`src/rtl/sb_crd_pkg.sv`:
```
// rtl/sb_crd_pkg.sv - shared constants, channel FSM encoding and srcid decode for the credit return controller
package sb_crd_pkg;

    localparam logic [1:0] SRCID_PHY = 2'b10;
    localparam logic [1:0] SRCID_D2D = 2'b01;

    localparam int MAX_CH      = 8;
    localparam int MAX_SRCID_W = 4;

    typedef enum logic [1:0] {
        CH_IDLE  = 2'd0,
        CH_PULSE = 2'd1,
        CH_GAP   = 2'd2
    } ch_state_e;

    // Table entries sit on a MAX_SRCID_W stride; only the low srcid_w bits are compared.
    function automatic logic [MAX_CH-1:0] srcid_onehot(
        input logic [MAX_SRCID_W-1:0]        srcid,
        input logic [MAX_CH*MAX_SRCID_W-1:0] tbl,
        input int                            num_ch,
        input int                            srcid_w
    );
        logic [MAX_CH-1:0]      oh;
        logic [MAX_SRCID_W-1:0] mask;
        logic [MAX_SRCID_W-1:0] ent;
        logic                   found;
        oh    = '0;
        mask  = '0;
        found = 1'b0;
        for (int b = 0; b < MAX_SRCID_W; b++) begin
            if (b < srcid_w) mask[b] = 1'b1;
        end
        for (int c = 0; c < MAX_CH; c++) begin
            ent = tbl[c*MAX_SRCID_W +: MAX_SRCID_W];
            if (!found && (c < num_ch) && (((ent ^ srcid) & mask) == '0)) begin
                oh[c] = 1'b1;
                found = 1'b1;
            end
        end
        return oh;
    endfunction

endpackage

```
`src/rtl/sb_credit_return_ctrl_if.sv`:
```
// rtl/sb_credit_return_ctrl_if.sv - FIFO read-side inputs and credit outputs of the credit return controller
interface sb_credit_return_ctrl_if #(
    parameter int NUM_CH  = 2,
    parameter int SRCID_W = 2
);
    logic               i_tx_fifo_read_en;
    logic               i_pl_inband_pres;
    logic [SRCID_W-1:0] i_srcid;
    logic               i_word_is_filler;
    logic [NUM_CH-1:0]  o_crd;
    logic [NUM_CH-1:0]  o_pend_nz;
    logic               o_ovf;

    modport master (
        output i_tx_fifo_read_en, i_pl_inband_pres, i_srcid, i_word_is_filler,
        input  o_crd, o_pend_nz, o_ovf
    );

    modport slave (
        input  i_tx_fifo_read_en, i_pl_inband_pres, i_srcid, i_word_is_filler,
        output o_crd, o_pend_nz, o_ovf
    );
endinterface

```
`src/rtl/sb_crd_channel.sv`:
```
// rtl/sb_crd_channel.sv - per-channel word counter, pending credit counter and pulse spacing FSM
module sb_crd_channel
    import sb_crd_pkg::*;
#(
    parameter int MSG_WORDS = 2,
    parameter int CNT_W     = 4,
    parameter int CRD_GAP   = 1
) (
    input  logic i_clk,
    input  logic i_rst_n,
    input  logic i_word,
    input  logic i_flush,
    output logic o_crd,
    output logic o_pend_nz,
    output logic o_ovf
);
    localparam int WC_W  = (MSG_WORDS > 1) ? $clog2(MSG_WORDS) : 1;
    localparam int GAP_W = $clog2(CRD_GAP + 1);

    ch_state_e          state_q, state_d;
    logic [WC_W-1:0]    wcnt_q, wcnt_d;
    logic [CNT_W-1:0]   pend_q, pend_d;
    logic [GAP_W-1:0]   gap_q, gap_d;
    logic               pend_nz_q, pend_nz_d;
    logic               ovf_q, ovf_d;
    logic               inc;
    logic               dec;

    always_comb begin
        wcnt_d = wcnt_q;
        inc    = 1'b0;
        if (i_word) begin
            if (wcnt_q == WC_W'(MSG_WORDS - 1)) begin
                wcnt_d = '0;
                inc    = 1'b1;
            end else begin
                wcnt_d = wcnt_q + 1'b1;
            end
        end

        // The credit returned this cycle is paid for at the end of the pulse.
        dec    = (state_q == CH_PULSE);
        pend_d = pend_q;
        ovf_d  = ovf_q;
        if (inc && !dec) begin
            if (&pend_q) ovf_d  = 1'b1;
            else         pend_d = pend_q + 1'b1;
        end else if (dec && !inc) begin
            pend_d = pend_q - 1'b1;
        end

        if (i_flush) begin
            wcnt_d = '0;
            pend_d = '0;
        end
        pend_nz_d = (pend_d != '0);

        state_d = state_q;
        gap_d   = gap_q;
        case (state_q)
            CH_IDLE: begin
                if ((pend_q != '0) && !i_flush) state_d = CH_PULSE;
            end
            CH_PULSE: begin
                state_d = CH_GAP;
                gap_d   = GAP_W'(CRD_GAP - 1);
            end
            CH_GAP: begin
                if (gap_q == '0) state_d = CH_IDLE;
                else             gap_d   = gap_q - 1'b1;
            end
            default: state_d = CH_IDLE;
        endcase
    end

    always_ff @(posedge i_clk or negedge i_rst_n) begin
        if (!i_rst_n) begin
            state_q   <= CH_IDLE;
            wcnt_q    <= '0;
            pend_q    <= '0;
            gap_q     <= '0;
            pend_nz_q <= 1'b0;
            ovf_q     <= 1'b0;
        end else begin
            state_q   <= state_d;
            wcnt_q    <= wcnt_d;
            pend_q    <= pend_d;
            gap_q     <= gap_d;
            pend_nz_q <= pend_nz_d;
            ovf_q     <= ovf_d;
        end
    end

    assign o_crd     = (state_q == CH_PULSE);
    assign o_pend_nz = pend_nz_q;
    assign o_ovf     = ovf_q;

endmodule

```
`src/rtl/sb_credit_return_ctrl.sv`:
```
// rtl/sb_credit_return_ctrl.sv - multi-channel sideband credit return: read edge detect, srcid attribution, per-channel credit engines
module sb_credit_return_ctrl
    import sb_crd_pkg::*;
#(
    parameter int                        NUM_CH    = 2,
    parameter int                        SRCID_W   = 2,
    parameter logic [NUM_CH*SRCID_W-1:0] CH_SRCID  = {SRCID_PHY, SRCID_D2D},
    parameter int                        FILLER_CH = 0,
    parameter int                        MSG_WORDS = 2,
    parameter int                        CNT_W     = 4,
    parameter int                        CRD_GAP   = 1
) (
    input  logic                    i_clk,
    input  logic                    i_rst_n,
    sb_credit_return_ctrl_if.slave  bus
);
    logic                          rd_en_q, rd_en_d;
    logic                          rd_pulse_q, rd_pulse_d;
    logic [MAX_CH*MAX_SRCID_W-1:0] srcid_tbl;
    logic [MAX_CH-1:0]             match_oh;
    logic [NUM_CH-1:0]             word_oh;
    logic [NUM_CH-1:0]             crd;
    logic [NUM_CH-1:0]             pend_nz;
    logic [NUM_CH-1:0]             ch_ovf;
    logic                          unused_decode;

    // A read strobe held for several cycles still stands for a single word.
    always_comb begin
        rd_en_d    = bus.i_tx_fifo_read_en;
        rd_pulse_d = bus.i_tx_fifo_read_en & ~rd_en_q;
    end

    always_ff @(posedge i_clk or negedge i_rst_n) begin
        if (!i_rst_n) begin
            rd_en_q    <= 1'b0;
            rd_pulse_q <= 1'b0;
        end else begin
            rd_en_q    <= rd_en_d;
            rd_pulse_q <= rd_pulse_d;
        end
    end

    always_comb begin
        srcid_tbl = '0;
        for (int c = 0; c < NUM_CH; c++) begin
            srcid_tbl[c*MAX_SRCID_W +: SRCID_W] = CH_SRCID[c*SRCID_W +: SRCID_W];
        end
    end

    assign match_oh      = srcid_onehot(MAX_SRCID_W'(bus.i_srcid), srcid_tbl, NUM_CH, SRCID_W);
    assign unused_decode = ^match_oh;

    always_comb begin
        word_oh = '0;
        if (rd_pulse_q && bus.i_pl_inband_pres) begin
            if (bus.i_word_is_filler) word_oh[FILLER_CH] = 1'b1;
            else                      word_oh = match_oh[NUM_CH-1:0];
        end
    end

    for (genvar g = 0; g < NUM_CH; g++) begin : g_ch
        sb_crd_channel #(
            .MSG_WORDS (MSG_WORDS),
            .CNT_W     (CNT_W),
            .CRD_GAP   (CRD_GAP)
        ) u_ch (
            .i_clk     (i_clk),
            .i_rst_n   (i_rst_n),
            .i_word    (word_oh[g]),
            .i_flush   (~bus.i_pl_inband_pres),
            .o_crd     (crd[g]),
            .o_pend_nz (pend_nz[g]),
            .o_ovf     (ch_ovf[g])
        );
    end

    assign bus.o_crd     = crd;
    assign bus.o_pend_nz = pend_nz;
    assign bus.o_ovf     = |ch_ovf;

endmodule
```
`src/flat_wrapper.sv`:
```
// flat-port wrapper written by rule: the top's interface ports become plain ports
module sb_credit_return_ctrl_flat import sb_crd_pkg::*;
#(
    parameter int                        NUM_CH    = 2,
    parameter int                        SRCID_W   = 2,
    parameter logic [NUM_CH*SRCID_W-1:0] CH_SRCID  = {SRCID_PHY, SRCID_D2D},
    parameter int                        FILLER_CH = 0,
    parameter int                        MSG_WORDS = 2,
    parameter int                        CNT_W     = 4,
    parameter int                        CRD_GAP   = 1
)
  (i_clk, i_rst_n, bus_i_tx_fifo_read_en, bus_i_pl_inband_pres, bus_i_srcid, bus_i_word_is_filler, bus_o_crd, bus_o_pend_nz, bus_o_ovf);
  sb_credit_return_ctrl_if #(.NUM_CH(NUM_CH), .SRCID_W(SRCID_W)) bus_i ();
  input  logic i_clk;
  input  logic i_rst_n;
  input wire logic [$bits(bus_i.i_tx_fifo_read_en)-1:0] bus_i_tx_fifo_read_en;
  input wire logic [$bits(bus_i.i_pl_inband_pres)-1:0] bus_i_pl_inband_pres;
  input wire logic [$bits(bus_i.i_srcid)-1:0] bus_i_srcid;
  input wire logic [$bits(bus_i.i_word_is_filler)-1:0] bus_i_word_is_filler;
  output wire logic [$bits(bus_i.o_crd)-1:0] bus_o_crd;
  output wire logic [$bits(bus_i.o_pend_nz)-1:0] bus_o_pend_nz;
  output wire logic [$bits(bus_i.o_ovf)-1:0] bus_o_ovf;
  assign bus_i.i_tx_fifo_read_en = bus_i_tx_fifo_read_en;
  assign bus_i.i_pl_inband_pres = bus_i_pl_inband_pres;
  assign bus_i.i_srcid = bus_i_srcid;
  assign bus_i.i_word_is_filler = bus_i_word_is_filler;
  assign bus_o_crd = bus_i.o_crd;
  assign bus_o_pend_nz = bus_i.o_pend_nz;
  assign bus_o_ovf = bus_i.o_ovf;
  sb_credit_return_ctrl #(.NUM_CH(NUM_CH), .SRCID_W(SRCID_W), .CH_SRCID(CH_SRCID), .FILLER_CH(FILLER_CH), .MSG_WORDS(MSG_WORDS), .CNT_W(CNT_W), .CRD_GAP(CRD_GAP)) u_core (.i_clk(i_clk), .i_rst_n(i_rst_n), .bus(bus_i));
endmodule
```
`config.mk`:
```
export PLATFORM = sky130hd
export DESIGN_NAME = sb_credit_return_ctrl_flat
export DESIGN_NICKNAME = d
export VERILOG_FILES = /design/src/rtl/sb_crd_pkg.sv /design/src/rtl/sb_credit_return_ctrl_if.sv /design/src/rtl/sb_crd_channel.sv /design/src/rtl/sb_credit_return_ctrl.sv /design/src/flat_wrapper.sv
export SDC_FILE = /design/constraint.sdc
export NUM_CORES = 1
export LEC_CHECK = 0
export CORE_MARGIN = 2
export CORE_UTILIZATION = 50
export DETAILED_ROUTE_END_ITERATION = 8
export GPL_TIMING_DRIVEN = 0
export PLACE_DENSITY = 0.84
export SLEW_MARGIN = 20
export SYNTH_ARGS = -nofsm -noshare
export SYNTH_HDL_FRONTEND = slang
export SYNTH_SLANG_ARGS = --single-unit
```
`constraint.sdc`:
```
create_clock -name i_clk -period 2.1 [get_ports i_clk]
set_input_delay 0.42 -clock i_clk [delete_from_list [all_inputs] [get_ports i_clk]]
set_output_delay 0.42 -clock i_clk [all_outputs]
set_load 0.005 [all_outputs]
```
==> run metrics <==
outcome finished, final reports clean; Leakage between 0.7 and 0.8 nW; Post-synth EDFFs 0; Routed WL 2940 um; skew final 0.00193 ns; sequential cell area 502 um2; slew margin rel. 0.392; Post-DP HPWL approximately 2100 um; Layout area overhead 21.5%; Reg2Reg Launch Point u_core.g_ch[0].u_ch.pend_q[1]; CP Launch Point u_core.g_ch[0].u_ch.pend_q[1]; Final Hold Vio Count 0; kind of critical path flop to flop; overall die area 2890 um2; Worst-Margin Slew roughly 0.91 ns; Hold EP u_core.rd_pulse_q; Slowest cell on crit path or4b_1; drt first-iter violations 40; largest family of logic cells by synthesized area simple AND/OR/NAND/NOR gates; CP Capture Type flop; CP cell instances ha_4 > nand3_2 > and2_4 > mux2i_2 > mux2_4 > or4b_1; share of layout cells above drive strength 1 0.224; Final min period 2.05 ns; FFs w/ async S/R, synth 1.00; Mean Syn Cell Area 9.54 um2; DRC Markers 0; starting density of the core 0.515; clk buf depth 2; max-slew violations 0; synth cell count leaders 20 x dfrtp_1, 13 x inv_1, 10 x nand2_1; largest cells by area after synthesis dfrtp_1 40%, ha_1 4.0%, inv_1 3.9%, buf_4 3.0%, nand2_1 3.0%; max_cap viols 0; # rows 18; Seq/Total Area, Yosys 0.404; H-tree depth 1; footprint of the multi-input gates between 600 and 700 um2; PD cells 1020 nW/um2; CP max FO 4; DR pass1 iterations 4; CP peak stage delay 0.47 ns; final setup fails 0; ys flop type dfrtp_1; Worst R2R End u_core.g_ch[0].u_ch.o_pend_nz; core box area about 2400 um2; Max Freq approximately 490 MHz; #FFs+latches synth 20; Ports 12; Placed Cells 170; clk slew on worst S/H paths 0.11 ns; overall power 1.53 mW; Routed Antenna Nets 0; HP Class flop to flop; IO buf count 10; vias in the first global route approximately 980; die width 53.8 um; dominant cell type by area after synthesis dfrtp_1; Clock Root Buffer clkbuf_4; net count after synthesis 141; Via-to-Cell Ratio 6.07; first-pass GRT wire length 4350 um; worst path arrival time between 2 and 2.5 ns; post-route insts no fill 177; Peak VDD IR 0.691 mV; Total GRT Usage 0.208; adder-cell area share of the yosys netlist 0.0404; hold path depth 1; CTS Sinks 20; pin count of the biggest net entering global routing 21; Worst R2R Path Depth 6; fillers 200; Yosys top cell area share 0.404; post-DR wirelength/cell 16.6 um; family with the most delay on the worst path simple AND/OR/NAND/NOR gates; hold path startpoint u_core.rd_en_q; CTS tree done; setup slack, reg-to-reg 0.05 ns; fraction of the mapped netlist area in simple logic gates 0.215; Synth Area in Compound Gates 0.197; Mapped Area 1240 um2; Vias approximately 1100; XOR/XNOR share of the synthesized area 0.0283; Final Util 0.625; critical path required time ~2.3 ns; clock buffer count from CTS 3; Buf+Inv Stages, Crit Path 0; fin nets 159; multiplexer share of the synthesized area 0.0283; Final GP Congestion around 0.85; Cell variety after synth 51; Worst-Skew Late Latency 0.30 ns; Startpoint Class flop; antenna violations before repair 0; GRT overflow 0; Ant. Diodes 0; die height 53.8 um; top-count cell post-synth dfrtp_1; Yosys Warn Count 0; Post-Synthesis Cells 130; final worst path period share 0.974
==> repair_timing <==
action                                 CTS  global route
pin swaps                                0             1
setup endpoints to repair                6             3
endpoints found under the hold margin    0             0
hold buffers                             0             0
setup buffers                            0             4
gates resized for setup                  8            11
==> how the worst max path moves through the flow <==
stage	end	cells past startpoint
5_1_grt	u_core.g_ch[0].u_ch.o_pend_nz	6
3_5_place_dp	u_core.g_ch[1].u_ch.o_pend_nz	6
4_1_cts	u_core.g_ch[0].u_ch.o_pend_nz	6
3_3_place_gp	u_core.g_ch[0].u_ch.o_pend_nz	6
6_report	u_core.g_ch[0].u_ch.o_pend_nz	6
2_1_floorplan	u_core.g_ch[0].u_ch.o_pend_nz	6
==> where the power goes <==
group	internal, mW	switching, mW	leakage [nW]
clock network	0.106	0.117	0.0210
registers	0.487	0.117	0.266
logic	0.368	0.337	0.431
total	0.960	0.572	0.717
==> routing by layer <==
metal	share of wire	wire, um	global-route usage	vias up
met4	0.017	50	0.0726	0
met3	0.037	108	0.0278	10
met2	0.53	1570	0.386	35
li1	-	-	-	496
met5	0	0	0	-
met1	0.41	1220	0.242	533
==> registers in the layout (all words and copies together) (netlist names) <==
| signal | flops |
|---|---|
| u_core.g_ch.u_ch.o_pend_nz | 2 |
| u_core.g_ch.u_ch.o_ovf | 2 |
| u_core.g_ch.u_ch.wcnt_q | 2 |
| u_core.rd_en_q | 1 |
| u_core.g_ch.u_ch.pend_q | 8 |
| u_core.rd_pulse_q | 1 |
| u_core.g_ch.u_ch.state_q | 4 |
==> cell families after synthesis <==
family          Yosys count
simple gates             45
compound gates           32
buf+inv                  22
flops                    20
xor+xnor                  4
fa+ha+maj                 4
mux                       3
==> layout make-up <==
type / count / area share
inverter: 14 / 0.0365
sequential: 20 / 0.333
buffer: 7 / 0.0374
clock buffer: 4 / 0.0241
timing repair buffer: 14 / 0.0880
multi-input combinational: 88 / 0.456
tap: 30 / 0.0249
==> per-stage QoR <==
step	setup slack [ns]	setup TNS, ns	hold slack (ns)	area, um2
finish	0.0541	0	0.399	1510
global route	-0.0157	-0.0157	0.411	1510
CTS	-0.0817	-0.0817	0.404	1440
detailed placement	-0.460	-1.83	0.387	1380
global placement	-0.403	-1.41	0.385	1380
floorplan	0.154	0	0.124	1240
==> worst register-to-register path: stages, from the launching register on <==
cell     delay [ns]
dfrtp_1        0.45
ha_4           0.18
nand3_2        0.12
and2_4         0.21
mux2i_2        0.17
mux2_4         0.33
or4b_1         0.47
==> placed cells by master (no fill, tap or decap), types with 2 or more instances in the layout <==
| cell | instances |
|---|---|
| dfrtp_1 | 19 |
| inv_1 | 11 |
| nand2_1 | 10 |
| nor2_1 | 8 |
| buf_4 | 8 |
| clkdlybuf4s50_1 | 6 |
| o21ai_0 | 5 |
| o211ai_1 | 5 |
| a21oi_1 | 4 |
| nand3_1 | 4 |
| o2111ai_1 | 3 |
| ha_1 | 3 |
| clkbuf_4 | 3 |
| nand2b_4 | 2 |
| buf_6 | 2 |
| and2_4 | 2 |
| xor2_1 | 2 |
| a211oi_1 | 2 |
| nor2b_1 | 2 |
| or4b_1 | 2 |
| xnor2_1 | 2 |
| nor4_1 | 2 |
| dlymetal6s2s_1 | 2 |
| dlygate4sd2_1 | 2 |
Note: power is estimated with default switching activity, not from simulation.
